===== config.mk =====
export PLATFORM = sky130hd
export DESIGN_NAME = half_adder_reg_flat
export DESIGN_NICKNAME = d
export VERILOG_FILES = /design/src/rtl/half_adder_reg_if.sv /design/src/rtl/half_adder_reg.sv /design/src/flat_wrapper.sv
export SDC_FILE = /design/constraint.sdc
export NUM_CORES = 1
export LEC_CHECK = 0
export BUFFER_PORTS_ARGS = -buffer_cell sky130_fd_sc_hd__buf_2
export CAP_MARGIN = 20
export CORE_AREA = 2 2 39 41
export DETAILED_ROUTE_END_ITERATION = 16
export DIE_AREA = 0 0 41 43
export GPL_ROUTABILITY_DRIVEN = 1
export PLACE_DENSITY = 0.32
export SLEW_MARGIN = 20
export SYNTH_ARGS = -nofsm -noshare
export SYNTH_HDL_FRONTEND = slang
export SYNTH_SLANG_ARGS = --single-unit

===== constraint.sdc =====
create_clock -name clk -period 1.3 [get_ports clk]
set_input_delay 0.26 -clock clk [delete_from_list [all_inputs] [get_ports clk]]
set_output_delay 0.26 -clock clk [all_outputs]
set_load 0.02 [all_outputs]

===== src/rtl/half_adder_reg_if.sv =====
// Bundle of operand, qualifier and result signals for half_adder_reg.
// master drives the operands; slave is the half adder itself.
interface half_adder_reg_if #(
    parameter int WIDTH = 1
);
    logic [WIDTH-1:0] a;
    logic [WIDTH-1:0] b;
    logic             in_valid;
    logic [WIDTH-1:0] s;
    logic [WIDTH-1:0] c;
    logic [WIDTH-1:0] s_q;
    logic [WIDTH-1:0] c_q;
    logic             out_valid;

    modport master (
        output a, b, in_valid,
        input  s, c, s_q, c_q, out_valid
    );

    modport slave (
        input  a, b, in_valid,
        output s, c, s_q, c_q, out_valid
    );
endinterface


===== src/rtl/half_adder_reg.sv =====
// Bitwise half adder: WIDTH independent lanes with a combinational result and
// an optional one-cycle registered copy qualified by out_valid.
module half_adder_reg #(
    parameter int WIDTH   = 1,
    parameter bit REG_OUT = 1'b1
) (
    input logic            clk,
    input logic            rst,
    half_adder_reg_if.slave bus
);
    logic [WIDTH-1:0] sum;
    logic [WIDTH-1:0] carry;

    // Lane-wise sum and carry; no carry ripples between lanes.
    assign sum   = bus.a ^ bus.b;
    assign carry = bus.a & bus.b;

    // The combinational outputs ignore clk and rst entirely.
    assign bus.s = sum;
    assign bus.c = carry;

    generate
        if (REG_OUT) begin : g_reg
            logic [WIDTH-1:0] s_q_r;
            logic [WIDTH-1:0] c_q_r;
            logic             out_valid_r;

            // Capture on in_valid, otherwise hold; out_valid follows in_valid with one cycle delay.
            always_ff @(posedge clk or posedge rst) begin
                if (rst) begin
                    s_q_r       <= '0;
                    c_q_r       <= '0;
                    out_valid_r <= 1'b0;
                end else begin
                    out_valid_r <= bus.in_valid;
                    if (bus.in_valid) begin
                        s_q_r <= sum;
                        c_q_r <= carry;
                    end
                end
            end

            assign bus.s_q       = s_q_r;
            assign bus.c_q       = c_q_r;
            assign bus.out_valid = out_valid_r;
        end else begin : g_noreg
            // Registered path disabled: outputs tied low, no flops.
            logic unused_ok;
            assign unused_ok     = clk ^ rst ^ bus.in_valid;
            assign bus.s_q       = '0;
            assign bus.c_q       = '0;
            assign bus.out_valid = 1'b0;
        end
    endgenerate
endmodule


===== src/flat_wrapper.sv =====
// flat-port wrapper written by rule: the top's interface ports become plain ports
module half_adder_reg_flat 
#(
    parameter int WIDTH   = 1,
    parameter bit REG_OUT = 1'b1
)
  (clk, rst, bus_a, bus_b, bus_in_valid, bus_s, bus_c, bus_s_q, bus_c_q, bus_out_valid);
  half_adder_reg_if #(.WIDTH(WIDTH)) bus_i ();
  input logic clk;
  input logic rst;
  input wire logic [$bits(bus_i.a)-1:0] bus_a;
  input wire logic [$bits(bus_i.b)-1:0] bus_b;
  input wire logic [$bits(bus_i.in_valid)-1:0] bus_in_valid;
  output wire logic [$bits(bus_i.s)-1:0] bus_s;
  output wire logic [$bits(bus_i.c)-1:0] bus_c;
  output wire logic [$bits(bus_i.s_q)-1:0] bus_s_q;
  output wire logic [$bits(bus_i.c_q)-1:0] bus_c_q;
  output wire logic [$bits(bus_i.out_valid)-1:0] bus_out_valid;
  assign bus_i.a = bus_a;
  assign bus_i.b = bus_b;
  assign bus_i.in_valid = bus_in_valid;
  assign bus_s = bus_i.s;
  assign bus_c = bus_i.c;
  assign bus_s_q = bus_i.s_q;
  assign bus_c_q = bus_i.c_q;
  assign bus_out_valid = bus_i.out_valid;
  half_adder_reg #(.WIDTH(WIDTH), .REG_OUT(REG_OUT)) u_core (.clk(clk), .rst(rst), .bus(bus_i));
endmodule

======== Word-level counts from Yosys, hierarchy flattened ========
Cells that the tools add are included.
word-level totals
  flip-flop bits (word level) ............. 3
  output and inout port bits .............. 5
operators by class
  bitwise operators ....................... 2
operator list
  cell               count
  1-bit AND          1
  1-bit bitwise XOR  1

======== Depth between registers and ports, before layout ========
  depth in word-level cells ............... 1
  mapped depth ............................ 2
  mapped depth without buffers ............ 2

======== Worst setup path before layout ========
Ideal clock, no wire load.
  path type ............................... in2reg
  start ................................... input bus_b
  end ..................................... register u_core.g_reg.s_q_r, in the netlist u_core.bus.s_q
  setup time .............................. 0.125 ns
  arrival time ............................ 0.908 ns
  data required time ...................... 1.175 ns
  path slack .............................. 0.267 ns
  stages on the path ...................... 2
  buffers on the path ..................... 0
  cell sequence ........................... ha_1 -> mux2_2
between the ends
  word-level cells in the longest chain between the ends .. 1
RTL lines
  what                    RTL line              source
  start: declaration      flat_wrapper.sv:12    input wire logic [$bits(bus_i.b)-1:0] bus_b;
  1-bit bitwise XOR       half_adder_reg.sv:15  assign sum = bus.a ^ bus.b;
  end signal: assignment  half_adder_reg.sv:37  s_q_r <= sum;
  end: declaration        half_adder_reg.sv:24  logic [WIDTH-1:0] s_q_r;
No other way between the ends.
A chain may end at the register's enable or synchronous reset.

======== Worst setup path in the final report ========
  start ................................... input bus_b
  end ..................................... output bus_s
between the ends
  word-level cells in the longest chain between the ends .. 1
RTL lines
  what               RTL line              source
  1-bit bitwise XOR  half_adder_reg.sv:15
  end: declaration   flat_wrapper.sv:14    output wire logic [$bits(bus_i.s)-1:0] bus_s;
No other way between the ends.

==> impl_metrics.csv <==
group,metric,value,unit
status,status,"completed",
grt,grt_pass1_vias,127,
placed_design,port_buffers,9,
drt,viasPerCell,2.68,
drt,drc_errors,0,
cts,cts_buffer_depth,2,
drt,ant_nets,0,
final_layout,antenna_cells,0,
drt,drt_iter0_markers,0,
synthesis,ys_warn_count,0,
drt,vias,99,
synthesis,synthesis.area,114,um2
cts,worst_skew_pair.late_latency,0.23,ns
floorplanning,start_util,8.23,%
synthesis,synthCells,7,
final_layout,drive_gt1_share,66.7,%
synthesis,yosysTopAreaCellShare,65.9,%
critical_path,start_kind,"primary input",
synthesis,synth_common_cells,"dfrtp_1, mux2_2, ha_1, inv_1",
timing,tns,0,ns
cts,cts_tree,"yes",
drt,wirelength,307,um
synthesis,postSynthAreaPerCell,16.3,um2
timing,timing.fmax,0.924,GHz
synthesis,synth_fp_nets,13,
final_layout,nNetsFinal,28,
cts,cts_setup_buffers,0,
cts,cts_made_buffers,3,
synthesis,ys_seq_area_share,65.9,%
cts,cts_num_sinks,3,
critical_path,cp.arrival,0.82,ns
placed_design,gp_congestion,0.573,
timing,fin_crit,1.08,ns
timing,final-setup-viol-count,0,
grt,antenna_found_initial,0,
critical_path,end_kind,"primary output",
floorplanning,die_area,1760,um2
synthesis,synth-seq-cells,3,
synthesis,yosysMostFrequentCell,"dfrtp_1",
cts,clkTransAtPathRegs,0.04,ns
synthesis,yosys.area.top_type,"dfrtp_1",
cts,cts_max_level,1,
pwr,max-vdd-ir-drop,0.196,mV
floorplanning,core_area,1380,um2
final_layout,synthToLayoutAreaGrowth,89.0,%
timing,max_slew_margin,92.0,%
timing,min_period_over_period,83.2,%
placed_design,placedCellCount,32,
floorplanning,fp-row-count,14,
critical_path,required,1.04,ns
timing,rsz0062_at_grt,"no",
grt,grt_util_all_layers,5.43,%
critical_path,crit_fanout,2,
pwr,p_leak,0.114,nW
grt,overflow,0,
timing,hold_viol_final,0,
critical_path,rr_worst_depth,1,
timing,slew_viol_final,0,
synthesis,ys_types,4,
cts,cts_resized,0,
final_layout,instances_no_fill,37,
grt,grt_max_degree,4,
final_layout,fillers,162,
cts,root_buffer,"clkbuf_4",
drt,wl_per_cell,8.30,um
drt,firstDrtPassIters,1,
synthesis,yosys_most_used_dff,"dfrtp_1",
pwr,power.density,1510,nW/um2
timing,finalClockSkew,0,ns
timing,tightest_slew,0.120,ns
critical_path,worstSetupPathType,"in -> out",
critical_path,r2r_slack,0.56,ns
worst_hold_path,holdPathStages,1,
floorplanning,die_h,43,um
synthesis,synth-edff-count,0,
synthesis,async_flop_share,100,%
floorplanning,die_w,41,um
worst_hold_path,min_path_type,"in -> reg",
synthesis,synth.area.top_cells,"dfrtp_1, mux2_2, ha_1",
job,max_cap_violations,0,
floorplanning,io_pins,10,
grt,grt_pass1_wl,503,um
## routing by layer
| layer | share of wire, % | wire [um] | vias up | GRT usage (%) |
|---|---|---|---|---|
| met4 | 0 | 0 | 0 | 8.00 |
| met1 | 47 | 144 | 39 | 5.16 |
| met2 | 32 | 98 | 10 | 4.69 |
| met3 | 21 | 64 | 0 | 5.76 |
| met5 | 0 | 0 | - | 0 |
| li1 | - | - | 50 | - |
## layout by cell type (no fill, tap or decap)
master         instances
buf_2                  9
clkbuf_1               1
clkbuf_4               3
dfrtp_1                3
dlygate4sd3_1          1
ha_1                   1
inv_1                  1
mux2_2                 2
## state kept, by name, indices dropped and copies added, names as in the netlist
name	cells
u_core.bus.c_q	1
u_core.bus.out_valid	1
u_core.bus.s_q	1
## critical path: stages
cell,delay (ns)
buf_2,0.10
ha_1,0.30
buf_2,0.17
## kinds of logic (layout without fill, tap and decap cells)
logic type / Yosys count / after routing / share of synthesized area (%)
DFF: 3 / 3 / 65.9
muxes: 2 / 2 / 19.8
adders and majority gates: 1 / 1 / 11.0
buffers and inverters: 1 / 15 / 3.29
## power by group
| part | switching, mW | internal [mW] | leakage [nW] | total, mW |
|---|---|---|---|---|
| logic | 0.0315 | 0.0237 | 0.0632 | 0.0553 |
| clock network | 0.0472 | 0.115 | 0.0150 | 0.162 |
| registers | 0.00424 | 0.103 | 0.0362 | 0.107 |
| total | 0.0829 | 0.242 | 0.114 | 0.325 |
## cell type report
cell class / instances / area [um2] / share of cell area, %
multi-input cells: 3 / 35.0 / 16.3
clock buffers: 4 / 26.3 / 12.2
inverters: 1 / 3.75 / 1.74
repair buffers: 10 / 55.1 / 25.6
well taps: 16 / 20.0 / 9.30
flip-flops and latches: 3 / 75.1 / 34.9
## per-stage QoR
| stage | cell area [um2] | setup WS (ns) | utilization (%) | hold WS, ns | power, mW |
|---|---|---|---|---|---|
| floorplan | 114 | 0.267 | - | 0.0136 | 0.140 |
| global placement | 179 | 0.222 | 12.9 | 0.124 | 0.161 |
| detailed placement | 179 | 0.221 | 12.9 | 0.131 | 0.162 |
| CTS | 215 | 0.219 | 15.6 | 0.167 | 0.335 |
| global route | 215 | 0.189 | 15.6 | 0.164 | 0.360 |
| finish | 215 | 0.218 | 15.6 | 0.175 | 0.325 |
## path summary, 6_finish.rpt
check                                from                   end
max in group asynchronous             rst        u_core.bus.c_q
hold / removal               bus_in_valid  u_core.bus.out_valid
setup reg to reg           u_core.bus.s_q        u_core.bus.s_q
min in group asynchronous             rst        u_core.bus.s_q
hold reg to reg            u_core.bus.c_q        u_core.bus.c_q
setup / recovery                    bus_b                 bus_s
## what timing repair did
action                                  4_1_cts  5_1_grt
endpoints found under the setup margin        0        0
hold buffers                                  1        0
endpoints found under the hold margin         3        0
(Power assumes the default switching activity.)
